===== src/rtl/oam_dma_ctrl.sv =====
// ---------------------------------------------------------------------------
// oam_dma_ctrl
// Sprite-memory DMA sequencer ($4014 write). Halts the CPU and copies one
// CPU page into the PPU OAM through its single write port, alternating
// CPU-bus reads (get cycles, ph=0) and OAM writes (put cycles, ph=1).
// Everything advances only on CPU clock-enable cycles.
//
// Build option: define OAM_DMA_RESTART_EN to let a start strobe during a
// transfer abort it and restart from the new page/base. When undefined, a
// start while busy is ignored.
//
// Ports:
//   clk, rst          master clock, synchronous active-high reset
//   clk_en            CPU-cycle enable
//   start             $4014 write strobe (sampled with clk_en)
//   page, oam_base    source page and OAMADDR, captured with start
//   cpu_halt, busy    CPU stall request / transfer in progress
//   bus_addr, bus_re  CPU-bus read address and strobe
//   bus_rdata         CPU-bus read data, valid while bus_re is high
//   oam_addr, oam_we, oam_wdata   OAM write port
//   done              one-clk pulse after the final write
// ---------------------------------------------------------------------------
// state   | meaning
// --------+------------------------------------------------------------
// S_IDLE  | waiting for start
// S_HALT  | first CPU cycle with the CPU halted
// S_ALIGN | extra halt cycle so the first read lands on a get cycle
// S_READ  | get cycle: read {page, idx} from the CPU bus into the latch
// S_WRITE | put cycle: write the latch to OAM at oam_base + idx
// ---------------------------------------------------------------------------
module oam_dma_ctrl #(
    parameter int PAGE_BYTES = 256
) (
    input  logic        clk,
    input  logic        rst,
    input  logic        clk_en,
    input  logic        start,
    input  logic [7:0]  page,
    input  logic [7:0]  oam_base,
    output logic        cpu_halt,
    output logic        busy,
    output logic [15:0] bus_addr,
    output logic        bus_re,
    input  logic [7:0]  bus_rdata,
    output logic [7:0]  oam_addr,
    output logic        oam_we,
    output logic [7:0]  oam_wdata,
    output logic        done
);

    localparam logic [7:0] LAST_IDX = 8'(PAGE_BYTES - 1);

    typedef enum logic [2:0] {
        S_IDLE,
        S_HALT,
        S_ALIGN,
        S_READ,
        S_WRITE
    } state_t;

    state_t     state, state_nxt;
    logic       ph;
    logic [7:0] idx, idx_nxt;
    logic [7:0] page_q, page_nxt;
    logic [7:0] base_q, base_nxt;
    logic [7:0] data_q, data_nxt;
    logic       done_nxt;

    // Next-state values for a CPU cycle; only committed when clk_en is high.
    always_comb begin
        state_nxt = state;
        idx_nxt   = idx;
        page_nxt  = page_q;
        base_nxt  = base_q;
        data_nxt  = data_q;
        done_nxt  = 1'b0;
        case (state)
            S_IDLE: begin
                if (start) begin
                    state_nxt = S_HALT;
                    page_nxt  = page;
                    base_nxt  = oam_base;
                    idx_nxt   = 8'd0;
                end
            end
            // ph is the phase of the current (HALT) cycle; the next cycle is
            // a get only when this one is a put.
            S_HALT:  state_nxt = ph ? S_READ : S_ALIGN;
            S_ALIGN: state_nxt = S_READ;
            S_READ: begin
                data_nxt  = bus_rdata;
                state_nxt = S_WRITE;
            end
            S_WRITE: begin
                if (idx == LAST_IDX) begin
                    state_nxt = S_IDLE;
                    done_nxt  = 1'b1;
                end else begin
                    idx_nxt   = idx + 8'd1;
                    state_nxt = S_READ;
                end
            end
            default: state_nxt = S_IDLE;
        endcase
`ifdef OAM_DMA_RESTART_EN
        // A restart abandons the running transfer without signalling done.
        if (state != S_IDLE && start) begin
            state_nxt = S_HALT;
            page_nxt  = page;
            base_nxt  = oam_base;
            idx_nxt   = 8'd0;
            done_nxt  = 1'b0;
        end
`endif
    end

    // Outputs are registered as a decode of the next state so they are
    // valid for the whole CPU cycle spent in that state.
    always_ff @(posedge clk) begin
        if (rst) begin
            state     <= S_IDLE;
            ph        <= 1'b0;
            idx       <= 8'd0;
            page_q    <= 8'd0;
            base_q    <= 8'd0;
            data_q    <= 8'd0;
            cpu_halt  <= 1'b0;
            busy      <= 1'b0;
            bus_addr  <= 16'd0;
            bus_re    <= 1'b0;
            oam_addr  <= 8'd0;
            oam_we    <= 1'b0;
            oam_wdata <= 8'd0;
            done      <= 1'b0;
        end else begin
            done <= 1'b0;
            if (clk_en) begin
                ph        <= ~ph;
                state     <= state_nxt;
                idx       <= idx_nxt;
                page_q    <= page_nxt;
                base_q    <= base_nxt;
                data_q    <= data_nxt;
                done      <= done_nxt;
                busy      <= (state_nxt != S_IDLE);
                cpu_halt  <= (state_nxt != S_IDLE);
                bus_re    <= (state_nxt == S_READ);
                bus_addr  <= (state_nxt == S_READ) ? {page_nxt, idx_nxt} : 16'd0;
                oam_we    <= (state_nxt == S_WRITE);
                oam_addr  <= (state_nxt == S_WRITE) ? (base_nxt + idx_nxt) : 8'd0;
                oam_wdata <= (state_nxt == S_WRITE) ? data_nxt : 8'd0;
            end
        end
    end

endmodule


===== config.mk =====
export PLATFORM = sky130hd
export DESIGN_NAME = oam_dma_ctrl
export DESIGN_NICKNAME = d
export VERILOG_FILES = /design/src/rtl/oam_dma_ctrl.sv
export SDC_FILE = /design/constraint.sdc
export NUM_CORES = 1
export LEC_CHECK = 0
export ABC_AREA = 1
export BUFFER_PORTS_ARGS = -buffer_cell sky130_fd_sc_hd__buf_2
export CAP_MARGIN = 20
export CORE_MARGIN = 2
export CORE_UTILIZATION = 54
export CTS_CLUSTER_DIAMETER = 150
export DETAILED_ROUTE_END_ITERATION = 16
export PLACE_DENSITY = 0.79
export SETUP_SLACK_MARGIN = 0.15
export SLEW_MARGIN = 25
export SYNTH_ARGS = -nofsm -noshare
export SYNTH_HDL_FRONTEND = slang
export SYNTH_SLANG_ARGS = --single-unit

===== constraint.sdc =====
create_clock -name clk -period 2.8 [get_ports clk]
set_input_delay 0.14 -clock clk [delete_from_list [all_inputs] [get_ports clk]]
set_output_delay 0.14 -clock clk [all_outputs]
set_load 0.02 [all_outputs]

==> impl_results.md <==
* Reg2reg path depth at 18
* DP Area at approximately 3600 um2
* Htree depth at 3
* Clock Skew at around 0.016 ns
* Critical R2R Launch: idx[0]
* Fill count at between 500 and 600
* Initial antenna violation count at 0
* First-pass GRT wire length at between 10000 and 15000 um
* Number of global-route vias before repair at about 2800
* Avg Cell Area, Syn at 7.53 um2
* TritonRoute pass-1 iters at 4
* Hold Crit Class: primary input to flop
* Worst-Skew Late Latency at 0.35 ns
* Clock-pin slew on the worst setup and hold paths at about 0.070 ns
* Clock sinks at 64
* Worst Setup Start Kind: flop
* Initial Util at 55.2%
* Num rows at 28
* DP HPWL at approximately 5300 um
* Most frequent cells in the layout: nand2_1, buf_2, a21oi_1
* XOR/XNOR Fraction of Synth Area at less than 1%
* Worst hold endpoint: oam_wdata[1]
* R2R setup slack at approximately 0.20 ns
* Comb pwr share at between 10% and 20%
* Compound-Gate Fraction of Synth Area at 20.0%
* Simple-gate area share of the yosys netlist at 24.9%
* Root Buffer Master: clkbuf_8
* DR iter-0 viols at 126
* N_diodes at 0
* Syn_nets at roughly 460
* Inst Count DP at ~550
* Placer's final routability congestion estimate at 0.922
* Sequential area share after synthesis at between 30% and 40%
* Switching share of power at between 20% and 30%
* Leak pwr at ~1.9 nW
* Setup WS pre-CTS at 0.00784 ns
* RR Endpoint: oam_addr[6]
* Number of port buffers at 64
* Layout cells sized above 1 at just over 30%
* TritonCTS Buffers at 9
* Post-Synth Adder-Cell Area at about 3.7%
* Worst Hold Depth at 3
* Largest family of logic cells by synthesized area: simple AND/OR/NAND/NOR gates
* Final Instance Count excl. Fillers at approximately 580
* Pwr Density at 559 nW/um2
* Number of max-cap violations at 0
* CTS tree: built
* Crit Path Category: flop to flop
* Core area at roughly 5800 um2
* Die area at ~6600 um2
* Internal Pwr Total at between 0.0015 and 0.002 W
* Worst slew pin tran at 0.672 ns
* WL/cell at 13.8 um
* P&R area growth vs syn at 23.9%
* Boundary Pins at 65
* Pin count of the biggest net entering global routing at 37
* Nets at ~530
* Final hold viol count at 0
* PnR worst setup slack at around 0.20 ns
* Status: completed
* Synth warn at 0
* GRT Util Overall at approximately a quarter
* #FFs+latches synth at 64
* Mapped Cells at approximately 430
* Setup Viol. Count Final at 0
* Crit path time final at between 2 and 3 ns
* Hold path startpoint: bus_rdata[1]
* Slew Viols, Final at 0
* Die span in y at slightly above 80 um
* Share of power burned in registers at 43.1%
* Worst EP required at 3.08 ns
* Final WL at 7960 um
* CP max FO at 6
* DRC viols at 0
* Mux share of post-synthesis cell area at less than 1%
* GRT Residual Overflow at 0
* Relative slew margins at a little under three fifths
* Final Instance Area at roughly 4000 um2
* CTS Buffer Depth at 2
* Most common cell after layout, fill and taps aside: nand2_1
* Avg Vias per Cell at 5.28
* Antenna-violating nets left at 0
* RSZ-0062 raised after global routing: no
* Arr. time, crit path at around 2.9 ns
* Hold_buf cts at 0
* Worst Setup End Kind: flop
* Chip Width at roughly 80 um
* Mapped cell area at 3210 um2
* Setup TNS at 0 ns
* Sw Pwr at around 0.00057 W
* Finished Core Util at around 68%
* Fmax at 385 MHz
* Yosys cell types at between 40 and 50
* Clk network pwr share at a little over two fifths
* Worst setup path start: idx[0]
* Vias at between 3000 and 4000
* Max rail drop VDD at about 0.52 mV
* Crit share post-route at 92.8%
-- cell usage after synthesis, drive strengths merged --
cell type | n | area share (%)
clkbuf | 10 | 1.2
nor2 | 14 | 2.5
o21ai | 23 | 4.8
xor2 | 1 | 0.27
clkinv | 1 | 0.27
or3 | 1 | 0.20
buf | 12 | 2.6
dfxtp | 64 | 40
nand4 | 1 | 0.20
nand3b | 1 | 0.23
nand2 | 120 | 16
o22ai | 2 | 0.58
xnor2 | 2 | 0.55
o21bai | 1 | 0.23
a21oi | 64 | 10
inv | 50 | 6.1
nor4 | 1 | 0.20
mux2i | 1 | 0.43
nor3 | 3 | 0.47
o21a | 2 | 0.47
a22oi | 1 | 0.23
o211ai | 10 | 3.3
a211oi | 1 | 0.23
nand3 | 19 | 3.4
ha | 8 | 3.1
or2 | 11 | 2.1
a2bb2oi | 1 | 0.27
fa | 1 | 0.62
-- power groups by stage --
stage | clock network [W] | logic, W | registers (W)
after global placement | 0 | 0.000293 | 0.000977
final | 0.000946 | 0.000317 | 0.000959
after global routing | 0.00101 | 0.000351 | 0.000961
after floorplan | 0 | 0.000217 | 0.000987
after detailed placement | 0 | 0.000299 | 0.000979
after CTS | 0.000963 | 0.000303 | 0.000959
-- how the worst max path moves through the flow --
stage	endpoint	slack, ns
after global routing	oam_addr[6]	0.09
final	oam_addr[6]	0.20
after floorplan	oam_addr[6]	0.28
after CTS	oam_addr[6]	0.18
after detailed placement	oam_addr[6]	0.008
after global placement	oam_addr[6]	0.13
-- cells by family (layout without fill, tap and decap cells) --
kind of cell,after synthesis,after routing
fa+ha+maj,9,9
compound gates,105,105
mux,1,1
xor+xnor,3,3
flops,64,64
buf+inv,73,148
simple gates,171,171
-- critical path, stage by stage, from the launching register on --
cell and delay (ns):
dfxtp_4 0.36, ha_4 0.18, nand2_4 0.09, nor2_4 0.04
nand2_4 0.09, nand2_8 0.08, inv_8 0.08, o21ai_1 0.07
a21oi_2 0.15, ha_2 0.20, inv_1 0.06, fa_2 0.40
o21ai_2 0.16, nand2_1 0.10, nand2_1 0.09, nand2_1 0.07
nand3b_1 0.10, nand3_2 0.08, a21oi_2 0.14
-- through the flow --
stage	hold slack [ns]	total power [W]
2_1_floorplan	0.283	0.00120
3_3_place_gp	0.390	0.00127
3_5_place_dp	0.396	0.00128
4_1_cts	0.0287	0.00223
5_1_grt	0.0205	0.00232
6_report	0.0401	0.00222
-- routing by layer --
layer	share of wire [%]	vias to the layer above	wire, um	track usage (%)
li1	-	1516	-	-
met1	42	1428	3350	27.8
met2	51	76	4040	44.6
met3	4.9	20	386	8.56
met4	2.3	0	184	8.47
met5	0	-	0	0
-- area by class of cell --
| type | instances | area [um2] | share of cell area [%] |
|---|---|---|---|
| clock inverters | 2 | 60.1 | 1.51 |
| well taps | 75 | 93.8 | 2.36 |
| flip-flops and latches | 64 | 1290 | 32.5 |
| clock buffers | 13 | 179 | 4.50 |
| repair buffers | 82 | 455 | 11.5 |
| multi-input cells | 289 | 1690 | 42.4 |
| inverters | 51 | 209 | 5.26 |
-- flip-flops by register name, indices dropped and copies added (netlist names) --
signal and cells:
bus_addr 16, done 1, oam_addr 8, base_q 8, idx 8, oam_we 1
busy 1, page_q 8, bus_re 1, oam_wdata 8, ph 1, state 3
-- what timing repair did --
action / CTS / global route
gates resized for setup: 5 / 22
pin swaps: 1 / 8
setup endpoints to repair: 2 / 3
setup buffers: 0 / 10
No activity file was read; power rests on OpenSTA's default activity.
